`config.mk`:
```
export PLATFORM = sky130hd
export DESIGN_NAME = hazard_tracker
export DESIGN_NICKNAME = d
export VERILOG_FILES = /design/src/rtl/hazard_tracker_pkg.sv /design/src/rtl/hazard_tracker_stage_reg.sv /design/src/rtl/hazard_tracker.sv
export SDC_FILE = /design/constraint.sdc
export NUM_CORES = 1
export LEC_CHECK = 0
export CAP_MARGIN = 20
export CORE_UTILIZATION = 33
export DETAILED_ROUTE_END_ITERATION = 10
export PLACE_DENSITY = 0.72
export SLEW_MARGIN = 25
export SYNTH_ARGS = -nofsm -noshare
export SYNTH_HDL_FRONTEND = slang
export SYNTH_SLANG_ARGS = --single-unit
```
`constraint.sdc`:
```
create_clock -name clk -period 4.8 [get_ports clk]
set_input_delay 1.2 -clock clk [delete_from_list [all_inputs] [get_ports clk]]
set_output_delay 1.2 -clock clk [all_outputs]
set_load 0.005 [all_outputs]
```
`src/rtl/hazard_tracker_pkg.sv`:
```
`default_nettype none
// ============================================================================
// Module   : hazard_tracker_pkg
// Purpose  : Shared types and constants for the pipeline hazard tracker:
//            register-index width, the zero register, the tracked-producer
//            entry struct and the stall-counter width.
// Config   : HAZARD_TRACKER_STATS_EN (consumed by hazard_tracker only)
// Revision : 1.0 - initial release
// ============================================================================
package hazard_tracker_pkg;

  localparam int REG_W   = 5;
  localparam int STATS_W = 16;

  localparam logic [REG_W-1:0] REG_ZERO = 5'd0;

  // One tracked producer: does it exist, does it write a register,
  // is it a load, and which register does it write.
  typedef struct packed {
    logic             valid;
    logic             regWrite;
    logic             memToReg;
    logic [REG_W-1:0] dest;
  } hz_entry_t;

  localparam hz_entry_t ENTRY_BUBBLE = '0;

  // A producer feeds a Decode source only if it writes a real register
  // (never r0) and that register is one of the two sources.
  function automatic logic src_hit(input logic [REG_W-1:0] dest,
                                   input logic [REG_W-1:0] rs,
                                   input logic [REG_W-1:0] rt);
    return (dest != REG_ZERO) && ((dest == rs) || (dest == rt));
  endfunction

endpackage
`default_nettype wire

```
`src/rtl/hazard_tracker_stage_reg.sv`:
```
`default_nettype none
// ============================================================================
// Module   : hazard_stage_reg
// Purpose  : One tracked pipeline entry with load, hold, bubble and clear.
//            Priority: reset clear > hold > bubble > load.
// Ports    : clk    - rising-edge clock
//            rst    - synchronous active-low reset (clears the entry)
//            hold   - keep the current contents
//            bubble - load an all-zero entry instead of d
//            d      - next entry contents
//            q      - current entry contents
// Revision : 1.0 - initial release
// ============================================================================
module hazard_stage_reg
  import hazard_tracker_pkg::*;
(
  input  logic      clk,
  input  logic      rst,
  input  logic      hold,
  input  logic      bubble,
  input  hz_entry_t d,
  output hz_entry_t q
);

  hz_entry_t entry_q;
  hz_entry_t entry_d;

  always_comb begin
    entry_d = entry_q;
    if (!hold) begin
      entry_d = bubble ? ENTRY_BUBBLE : d;
    end
  end

  always_ff @(posedge clk) begin
    if (!rst) begin
      entry_q <= ENTRY_BUBBLE;
    end else begin
      entry_q <= entry_d;
    end
  end

  assign q = entry_q;

endmodule
`default_nettype wire

```
`src/rtl/hazard_tracker.sv`:
```
`default_nettype none
// ============================================================================
// Module   : hazard_tracker
// Purpose  : Tracks the producers in Execute, Memory and Writeback and raises
//            load-use and branch-operand stalls for the instruction in Decode.
// Ports    : clk, rst (sync active-low)
//            rsD, rtD, writeRegD       - Decode source/destination registers
//            validD, regWriteD,
//            memToRegD, branchD        - Decode control
//            stallExt                  - external freeze of the whole pipeline
//            stallF, stallD, flushE    - hazard response (combinational)
//            writeRegE/M/W,
//            regWriteE/M/W             - tracked producers for forwarding
//            stallCount                - saturating hazard-stall counter
//                                        (only with the macro below)
// Config   : HAZARD_TRACKER_STATS_EN - adds stallCount and its counter
// Revision : 1.0 - initial release
// ============================================================================
module hazard_tracker
  import hazard_tracker_pkg::*;
(
  input  logic             clk,
  input  logic             rst,
  input  logic [REG_W-1:0] rsD,
  input  logic [REG_W-1:0] rtD,
  input  logic             validD,
  input  logic             regWriteD,
  input  logic             memToRegD,
  input  logic             branchD,
  input  logic [REG_W-1:0] writeRegD,
  input  logic             stallExt,
  output logic             stallF,
  output logic             stallD,
  output logic             flushE,
  output logic [REG_W-1:0] writeRegE,
  output logic [REG_W-1:0] writeRegM,
  output logic [REG_W-1:0] writeRegW,
  output logic             regWriteE,
  output logic             regWriteM,
  output logic             regWriteW
`ifdef HAZARD_TRACKER_STATS_EN
  ,
  output logic [STATS_W-1:0] stallCount
`endif
);

  hz_entry_t ent_e;
  hz_entry_t ent_m;
  hz_entry_t ent_w;
  hz_entry_t ent_d;

  logic load_use;
  logic branch_haz;
  logic hazard;

  // Control bits of a bubble in Decode must never reach the tracked state.
  always_comb begin
    ent_d          = ENTRY_BUBBLE;
    ent_d.valid    = validD;
    ent_d.regWrite = regWriteD & validD;
    ent_d.memToReg = memToRegD & validD;
    ent_d.dest     = writeRegD;
  end

  always_comb begin
    load_use = validD & ent_e.valid & ent_e.regWrite & ent_e.memToReg &
               src_hit(ent_e.dest, rsD, rtD);
    // A branch resolves in Decode, so it needs its operand before any
    // forwarding from Execute can help; a load in Memory is also too late.
    branch_haz = validD & branchD &
                 ((ent_e.valid & ent_e.regWrite &
                   src_hit(ent_e.dest, rsD, rtD)) |
                  (ent_m.valid & ent_m.regWrite & ent_m.memToReg &
                   src_hit(ent_m.dest, rsD, rtD)));
    hazard = load_use | branch_haz;
  end

  assign stallF = hazard | stallExt;
  assign stallD = hazard | stallExt;
  // Under an external freeze nothing advances, so no bubble is injected.
  assign flushE = hazard & ~stallExt;

  hazard_stage_reg u_stage_e (
    .clk    (clk),
    .rst    (rst),
    .hold   (stallExt),
    .bubble (flushE),
    .d      (ent_d),
    .q      (ent_e)
  );

  hazard_stage_reg u_stage_m (
    .clk    (clk),
    .rst    (rst),
    .hold   (stallExt),
    .bubble (1'b0),
    .d      (ent_e),
    .q      (ent_m)
  );

  hazard_stage_reg u_stage_w (
    .clk    (clk),
    .rst    (rst),
    .hold   (stallExt),
    .bubble (1'b0),
    .d      (ent_m),
    .q      (ent_w)
  );

  assign writeRegE = ent_e.dest;
  assign writeRegM = ent_m.dest;
  assign writeRegW = ent_w.dest;
  assign regWriteE = ent_e.valid & ent_e.regWrite;
  assign regWriteM = ent_m.valid & ent_m.regWrite;
  assign regWriteW = ent_w.valid & ent_w.regWrite;

`ifdef HAZARD_TRACKER_STATS_EN
  logic [STATS_W-1:0] stall_cnt_q;
  logic [STATS_W-1:0] stall_cnt_d;

  always_comb begin
    stall_cnt_d = stall_cnt_q;
    if (hazard && !stallExt && (stall_cnt_q != {STATS_W{1'b1}})) begin
      stall_cnt_d = stall_cnt_q + {{(STATS_W-1){1'b0}}, 1'b1};
    end
  end

  always_ff @(posedge clk) begin
    if (!rst) begin
      stall_cnt_q <= '0;
    end else begin
      stall_cnt_q <= stall_cnt_d;
    end
  end

  assign stallCount = stall_cnt_q;
`endif

endmodule
`default_nettype wire

```
==> results of run 1 <==
-- cells by family after synthesis --
kind of cell | synth area share
buffers and inverters | 0.109
muxes | 0.114
DFF | 0.349
AOI/OAI and AO/OA | 0.0778
and+or+nand+nor | 0.217
xor gates and xnor gates | 0.133
-- stage by stage --
step           hold slack, ns  cell area, µm²  instances  worst slack (ns)
6_report                0.519            1720        216             0.445
5_1_grt                 0.546            1720        216             0.331
4_1_cts                 0.519            1720        216             0.414
3_5_place_dp            0.503            1670        212             0.416
3_3_place_gp            0.489            1670        212             0.437
2_1_floorplan           0.466            1320        142              1.32
-- worst max-delay path, delay by kind of cell --
family                 cells  cell delay (ns)
AO/OA/AOI/OAI              2             0.48
buffers and inverters      2             0.97
AND/OR/NAND/NOR            2             0.35
XOR/XNOR                   1             0.16
-- power by group through the flow --
stage                     Sequential (mW)  Combinational, mW  Clock, mW
final                               0.207             0.0713      0.120
after global routing                0.208             0.0775      0.133
after CTS                           0.207             0.0720      0.122
after detailed placement            0.212             0.0717          0
after global placement              0.211             0.0705          0
after floorplan                     0.208             0.0428          0
-- metal layers --
metal | vias up | part of all wire | track usage
li1 | 516 | - | -
met1 | 481 | 0.45 | 0.172
met2 | 31 | 0.48 | 0.213
met3 | 5 | 0.055 | 0.0243
met4 | 0 | 0.020 | 0.0734
met5 | - | 0 | 0
-- final cells by class --
type	count	area share
multi-input combinational	97	0.416
clock inverter	1	0.00292
sequential	23	0.268
timing repair buffer	44	0.254
clock buffer	3	0.0241
tap	48	0.0350
-- flip-flops by register name, indices dropped and copies added, names as in the netlist --
register     cells
u_stage_e.q      8
u_stage_m.q      8
u_stage_w.q      7
-- worst min path at each step --
stage / slack (ns) / from / endpoint / cells after the start
floorplan: 0.47 / u_stage_e.q[7]$_SDFFE_PN0N_ / u_stage_e.q[7]$_SDFFE_PN0N_ / 2
global placement: 0.49 / u_stage_e.q[5]$_SDFFE_PN0N_ / u_stage_e.q[5]$_SDFFE_PN0N_ / 2
detailed placement: 0.50 / u_stage_w.q[6]$_SDFFE_PN0N_ / u_stage_w.q[6]$_SDFFE_PN0N_ / 2
CTS: 0.52 / u_stage_e.q[6]$_SDFFE_PN0N_ / u_stage_e.q[6]$_SDFFE_PN0N_ / 2
global route: 0.55 / u_stage_w.q[6]$_SDFFE_PN0N_ / u_stage_w.q[6]$_SDFFE_PN0N_ / 2
finish: 0.52 / u_stage_w.q[6]$_SDFFE_PN0N_ / u_stage_w.q[6]$_SDFFE_PN0N_ / 2
-- cell usage after synthesis --
| cell | instances |
|---|---|
| nor3_1 | 4 |
| mux2i_1 | 15 |
| dfxtp_1 | 23 |
| nand3_1 | 10 |
| xor2_1 | 20 |
| buf_4 | 16 |
| a22oi_1 | 2 |
| clkbuf_1 | 4 |
| buf_2 | 1 |
| and2_1 | 3 |
| nand2_1 | 1 |
| and3_1 | 1 |
| nand3b_1 | 5 |
| o211ai_2 | 1 |
| nor2_1 | 5 |
| nor2b_1 | 17 |
| or4_4 | 1 |
| or2_1 | 1 |
| o21ai_0 | 8 |
| o211ai_1 | 1 |
| buf_1 | 1 |
| or4_1 | 1 |
| o32ai_4 | 1 |
==> results.sh, run 1 <==
export IMPL_antenna_found_initial=0
export IMPL_drt_wl_total_um=2710
export IMPL_num_fill_cells=387
export IMPL_multi_input_area_um2=714
export IMPL_synth_seq_area_share=0.349
export IMPL_yosys_area_top_type_share=0.349
export IMPL_leakagePower_nw=0.684
export IMPL_critPathMostFrequentCell="clkdlybuf4s50_1"
export IMPL_p_comb_frac=0.179
export IMPL_grt_pass1_vias=927
export IMPL_internal_power_uw=299
export IMPL_drive_above_1_share=0.0536
export IMPL_io_pins=43
export IMPL_synthCells=142
export IMPL_fin_skew_ns=0.00400
export IMPL_peakVddDrop_mv=0.0981
export IMPL_fin_tns_setup_ns=0
export IMPL_vias=1033
export IMPL_grt_pass1_wl_um=4350
export IMPL_diodes=0
export IMPL_synth_cell_types=23
export IMPL_power_share_sequential=0.519
export IMPL_crit_chain="clkdlybuf4s50_1, xor2_1, nor3_1, a22oi_1, o32ai_4, nor2b_1, clkdlybuf4s50_1"
export IMPL_grt_usage=0.135
export IMPL_setup_viol=0
export IMPL_syn_cell_area_um2=1320
export IMPL_die_h_um=65.2
export IMPL_start_kind="input port"
export IMPL_crit_fanout=4
export IMPL_clk_pin_slew_ns=0.08
export IMPL_clkSinkCount=23
export IMPL_post_cts_resized=0
export IMPL_numPortBuffers=42
export IMPL_rows=22
export IMPL_synth_avg_cell_area_um2=9.29
export IMPL_powerDensity_nw_per_um2=232
export IMPL_grt_remaining_overflow=0
export IMPL_power_uw=398
export IMPL_relSlewSlack=0.404
export IMPL_r2r_start="u_stage_m.q[1]$_SDFFE_PN0N_"
export IMPL_worstHoldPathType="reg2reg"
export IMPL_period_minus_slack_ns=4.35
export IMPL_crit_required_ns=3.60
export IMPL_dpl_hpwl_um=2060
export IMPL_layout_nets=191
export IMPL_fmaxAchievable_mhz=230
export IMPL_ys_ff_latch=23
export IMPL_fin_util=0.459
export IMPL_clkPwrFrac=0.302
export IMPL_clockRootBuffer="clkbuf_8"
export IMPL_reg2reg_depth=5
export IMPL_dieArea_um2=4250
export IMPL_drt_iter0_drc=27
export IMPL_crit_path_start="rtD[3]"
export IMPL_critPathSlowestCell="clkdlybuf4s50_1"
export IMPL_min_period_over_period=0.907
export IMPL_start_util=0.352
export IMPL_grt_max_degree=32
export IMPL_worstSetupPathType="in2out"
export IMPL_die_width_um=65.2
export IMPL_clockBufferDepth=2
export IMPL_ff2ff_setup_slack_ns=3.09
export IMPL_core_area_um2=3740
export IMPL_critPathMaxStageDelay_ns=0.52
export IMPL_ys_top_cells_by_area="dfxtp_1 (35%), xor2_1 (13%), mux2i_1 (11%)"
export IMPL_clk_latency_ns=0.27
export IMPL_seqCellArea_um2=460
export IMPL_vias_per_cell=4.78
export IMPL_rsz0062_at_grt="false"
export IMPL_final_common_cell="clkdlybuf4s50_1"
export IMPL_netSwitchingFraction=0.250
export IMPL_r2r_end="u_stage_e.q[7]$_SDFFE_PN0N_"
export IMPL_drv_cap=0
export IMPL_cp_end_kind="output port"
export IMPL_hold_violations=0
export IMPL_yosys_warnings=0
export IMPL_wl_per_cell_um=12.6
export IMPL_post_cts_setup_buffers=0
export IMPL_drt_pass1_iterations=4
export IMPL_slew_viol_final=0
export IMPL_yosysTopAreaCell="dfxtp_1"
export IMPL_routabilityCongestion=0.805
export IMPL_tightest_slew_ns=0.892
export IMPL_crit_path_end="flushE"
export IMPL_ant_nets=0
export IMPL_syn_num_nets=164
export IMPL_arrival_ns=3.15
export IMPL_layout_common_cells="clkdlybuf4s50_1 (42), dfxtp_1 (23), xor2_1 (20)"
export IMPL_syn_to_final_growth_pct=30.2
export IMPL_drc=0
export IMPL_tritoncts="built"
export IMPL_p_sw_uw=99.6
export IMPL_htreeDepth=1
export IMPL_status="finished clean"
export IMPL_cts_buffers=3
export IMPL_cts_hold_buf=0
Note: power is estimated with default switching activity, not from simulation.
==> inputs of run 2 (changes only) <==
--- a/config.mk
+++ b/config.mk
@@ -6,9 +6,9 @@
 export NUM_CORES = 1
 export LEC_CHECK = 0
 export CAP_MARGIN = 20
-export CORE_UTILIZATION = 33
+export CORE_UTILIZATION = 29
 export DETAILED_ROUTE_END_ITERATION = 10
-export PLACE_DENSITY = 0.72
+export PLACE_DENSITY = 0.66
 export SLEW_MARGIN = 25
 export SYNTH_ARGS = -nofsm -noshare
 export SYNTH_HDL_FRONTEND = slang
==> run 2 against run 1 <==
  * Sequential share of layout area decreased by 0.078 points
  * Utilization decreased by 6.3 points
  * Critical path type unchanged
  * Critical path depth unchanged
  * Worst setup slack got worse by 0.036 ns
  * Clock skew increased by 0.0019 ns
  * Routed wire length increased by 1.3%
  * Non-clock buffer count unchanged
  * Count of clock-buffer cells in the layout unchanged
  * Die area increased by 13%
==> results.sh, run 2 (same netlist as run 1, synthesis figures left out) <==
export IMPL_drt_wl_total_um=2750
export IMPL_dpl_hpwl_um=1990
export IMPL_clk_latency_ns=0.26
export IMPL_layout_common_cells="clkdlybuf4s50_1 (42), dfxtp_1 (23), xor2_1 (20)"
export IMPL_wl_per_cell_um=12.5
export IMPL_grt_max_degree=32
export IMPL_fin_skew_ns=0.00590
export IMPL_critPathMaxStageDelay_ns=0.50
export IMPL_rsz0062_at_grt="false"
export IMPL_vias=991
export IMPL_grt_remaining_overflow=0
export IMPL_fmaxAchievable_mhz=228
export IMPL_hold_path_end="u_stage_e.q[7]$_SDFFE_PN0N_"
export IMPL_leakagePower_nw=0.684
export IMPL_layout_nets=191
export IMPL_ff2ff_setup_slack_ns=3.12
export IMPL_status="finished clean"
export IMPL_slew_viol_final=0
export IMPL_arrival_ns=3.19
export IMPL_powerDensity_nw_per_um2=231
export IMPL_routabilityCongestion=0.748
export IMPL_grt_pass1_wl_um=4740
export IMPL_grt_pass1_vias=992
export IMPL_drive_above_1_share=0.0536
export IMPL_fin_tns_setup_ns=0
export IMPL_start_kind="input port"
export IMPL_reg2reg_depth=6
export IMPL_seqCellArea_um2=460
export IMPL_relSlewSlack=0.356
export IMPL_worstHoldStart="u_stage_e.q[7]$_SDFFE_PN0N_"
export IMPL_clk_pin_slew_ns=0.08
export IMPL_crit_chain="clkdlybuf4s50_1, xor2_1, nor3_1, a22oi_1, o32ai_4, nor2b_1, clkdlybuf4s50_1"
export IMPL_cp_num_buf_inv=2
export IMPL_r2r_start="u_stage_e.q[2]$_SDFFE_PN0N_"
export IMPL_final_common_cell="clkdlybuf4s50_1"
export IMPL_htreeDepth=1
export IMPL_period_minus_slack_ns=4.39
export IMPL_drv_cap=0
export IMPL_core_area_um2=4350
export IMPL_cts_hold_buf=0
export IMPL_final_cells=220
export IMPL_peakVddDrop_mv=0.0912
export IMPL_syn_to_final_growth_pct=30.6
export IMPL_drt_iter0_drc=43
export IMPL_clkSinkCount=23
export IMPL_dieArea_um2=4820
export IMPL_crit_required_ns=3.60
export IMPL_ant_nets=0
export IMPL_critPathMostFrequentCell="clkdlybuf4s50_1"
export IMPL_rows=24
export IMPL_grt_usage=0.124
export IMPL_tritoncts="built"
export IMPL_die_h_um=69.4
export IMPL_worstSetupPathType="in2out"
export IMPL_crit_fanout=4
export IMPL_numPortBuffers=42
export IMPL_critPathTopFamily="buffers and inverters"
export IMPL_multi_input_area_um2=714
export IMPL_hold_path_depth=2
export IMPL_vias_per_cell=4.50
export IMPL_cts_buffers=3
export IMPL_drc=0
export IMPL_worstHoldPathType="reg2reg"
export IMPL_critPathSlowestCell="clkdlybuf4s50_1"
export IMPL_start_util=0.303
export IMPL_clockBufferDepth=2
export IMPL_post_cts_setup_buffers=0
export IMPL_cp_end_kind="output port"
export IMPL_min_period_over_period=0.915
export IMPL_post_cts_resized=0
export IMPL_tightest_slew_ns=0.963
export IMPL_diodes=0
export IMPL_die_width_um=69.4
export IMPL_clockRootBuffer="clkbuf_8"
export IMPL_r2r_end="u_stage_e.q[0]$_SDFFE_PN0N_"
export IMPL_io_pins=43
export IMPL_setup_viol=0
export IMPL_drt_pass1_iterations=3
export IMPL_dp_cells=216
export IMPL_num_fill_cells=444
export IMPL_antenna_found_initial=0
export IMPL_hold_violations=0
## run 2: cell counts in the layout (fill, tap and decap cells not counted)
Identical to the previous run, type by type.
## run 2: layout make-up
type,count,share of cell area
clock buffers,3,0.0240
well taps,52,0.0378
repair buffers,44,0.253
clock inverters,1,0.00291
flip-flops and latches,23,0.267
multi-input cells,97,0.415
## run 2: how the worst max path moves through the flow
stage	startpoint	endpoint	slack [ns]	depth (start not counted)
2_1_floorplan	rtD[3]	stallF	1.32	6
3_3_place_gp	rsD[2]	flushE	0.42	7
3_5_place_dp	rsD[2]	stallF	0.40	7
4_1_cts	rsD[2]	stallF	0.38	7
5_1_grt	rsD[0]	flushE	0.28	7
6_report	rsD[2]	flushE	0.41	7
## run 2: metal layers
metal	wire length [µm]	track usage	vias up
met2	1220	0.193	24
met5	0	0	-
met1	1370	0.166	449
met3	124	0.0233	2
met4	24	0.0544	0
li1	-	-	516
## run 2: power by group
group	switching, mW	leakage [nW]	internal (mW)
sequential	0.00938	0.187	0.197
clock	0.0625	0.0255	0.0579
combinational	0.0277	0.472	0.0436
total	0.0996	0.684	0.299
## run 2: worst reg2reg max path, cell delays in order (launching register included)
cell and delay, ns:
dfxtp_1 0.38, xor2_1 0.19, nor3_1 0.23, a22oi_1 0.14
o32ai_4 0.34, buf_4 0.20, o21ai_0 0.09
## run 2: through the flow
step | hold WS, ns | setup WS [ns] | power, mW | utilization | area (µm²)
2_1_floorplan | 0.466 | 1.32 | 0.251 | - | 1320
3_3_place_gp | 0.492 | 0.418 | 0.283 | 0.385 | 1680
3_5_place_dp | 0.498 | 0.397 | 0.283 | 0.385 | 1680
4_1_cts | 0.512 | 0.378 | 0.404 | 0.395 | 1720
5_1_grt | 0.529 | 0.284 | 0.423 | 0.395 | 1720
6_report | 0.509 | 0.409 | 0.398 | 0.395 | 1720
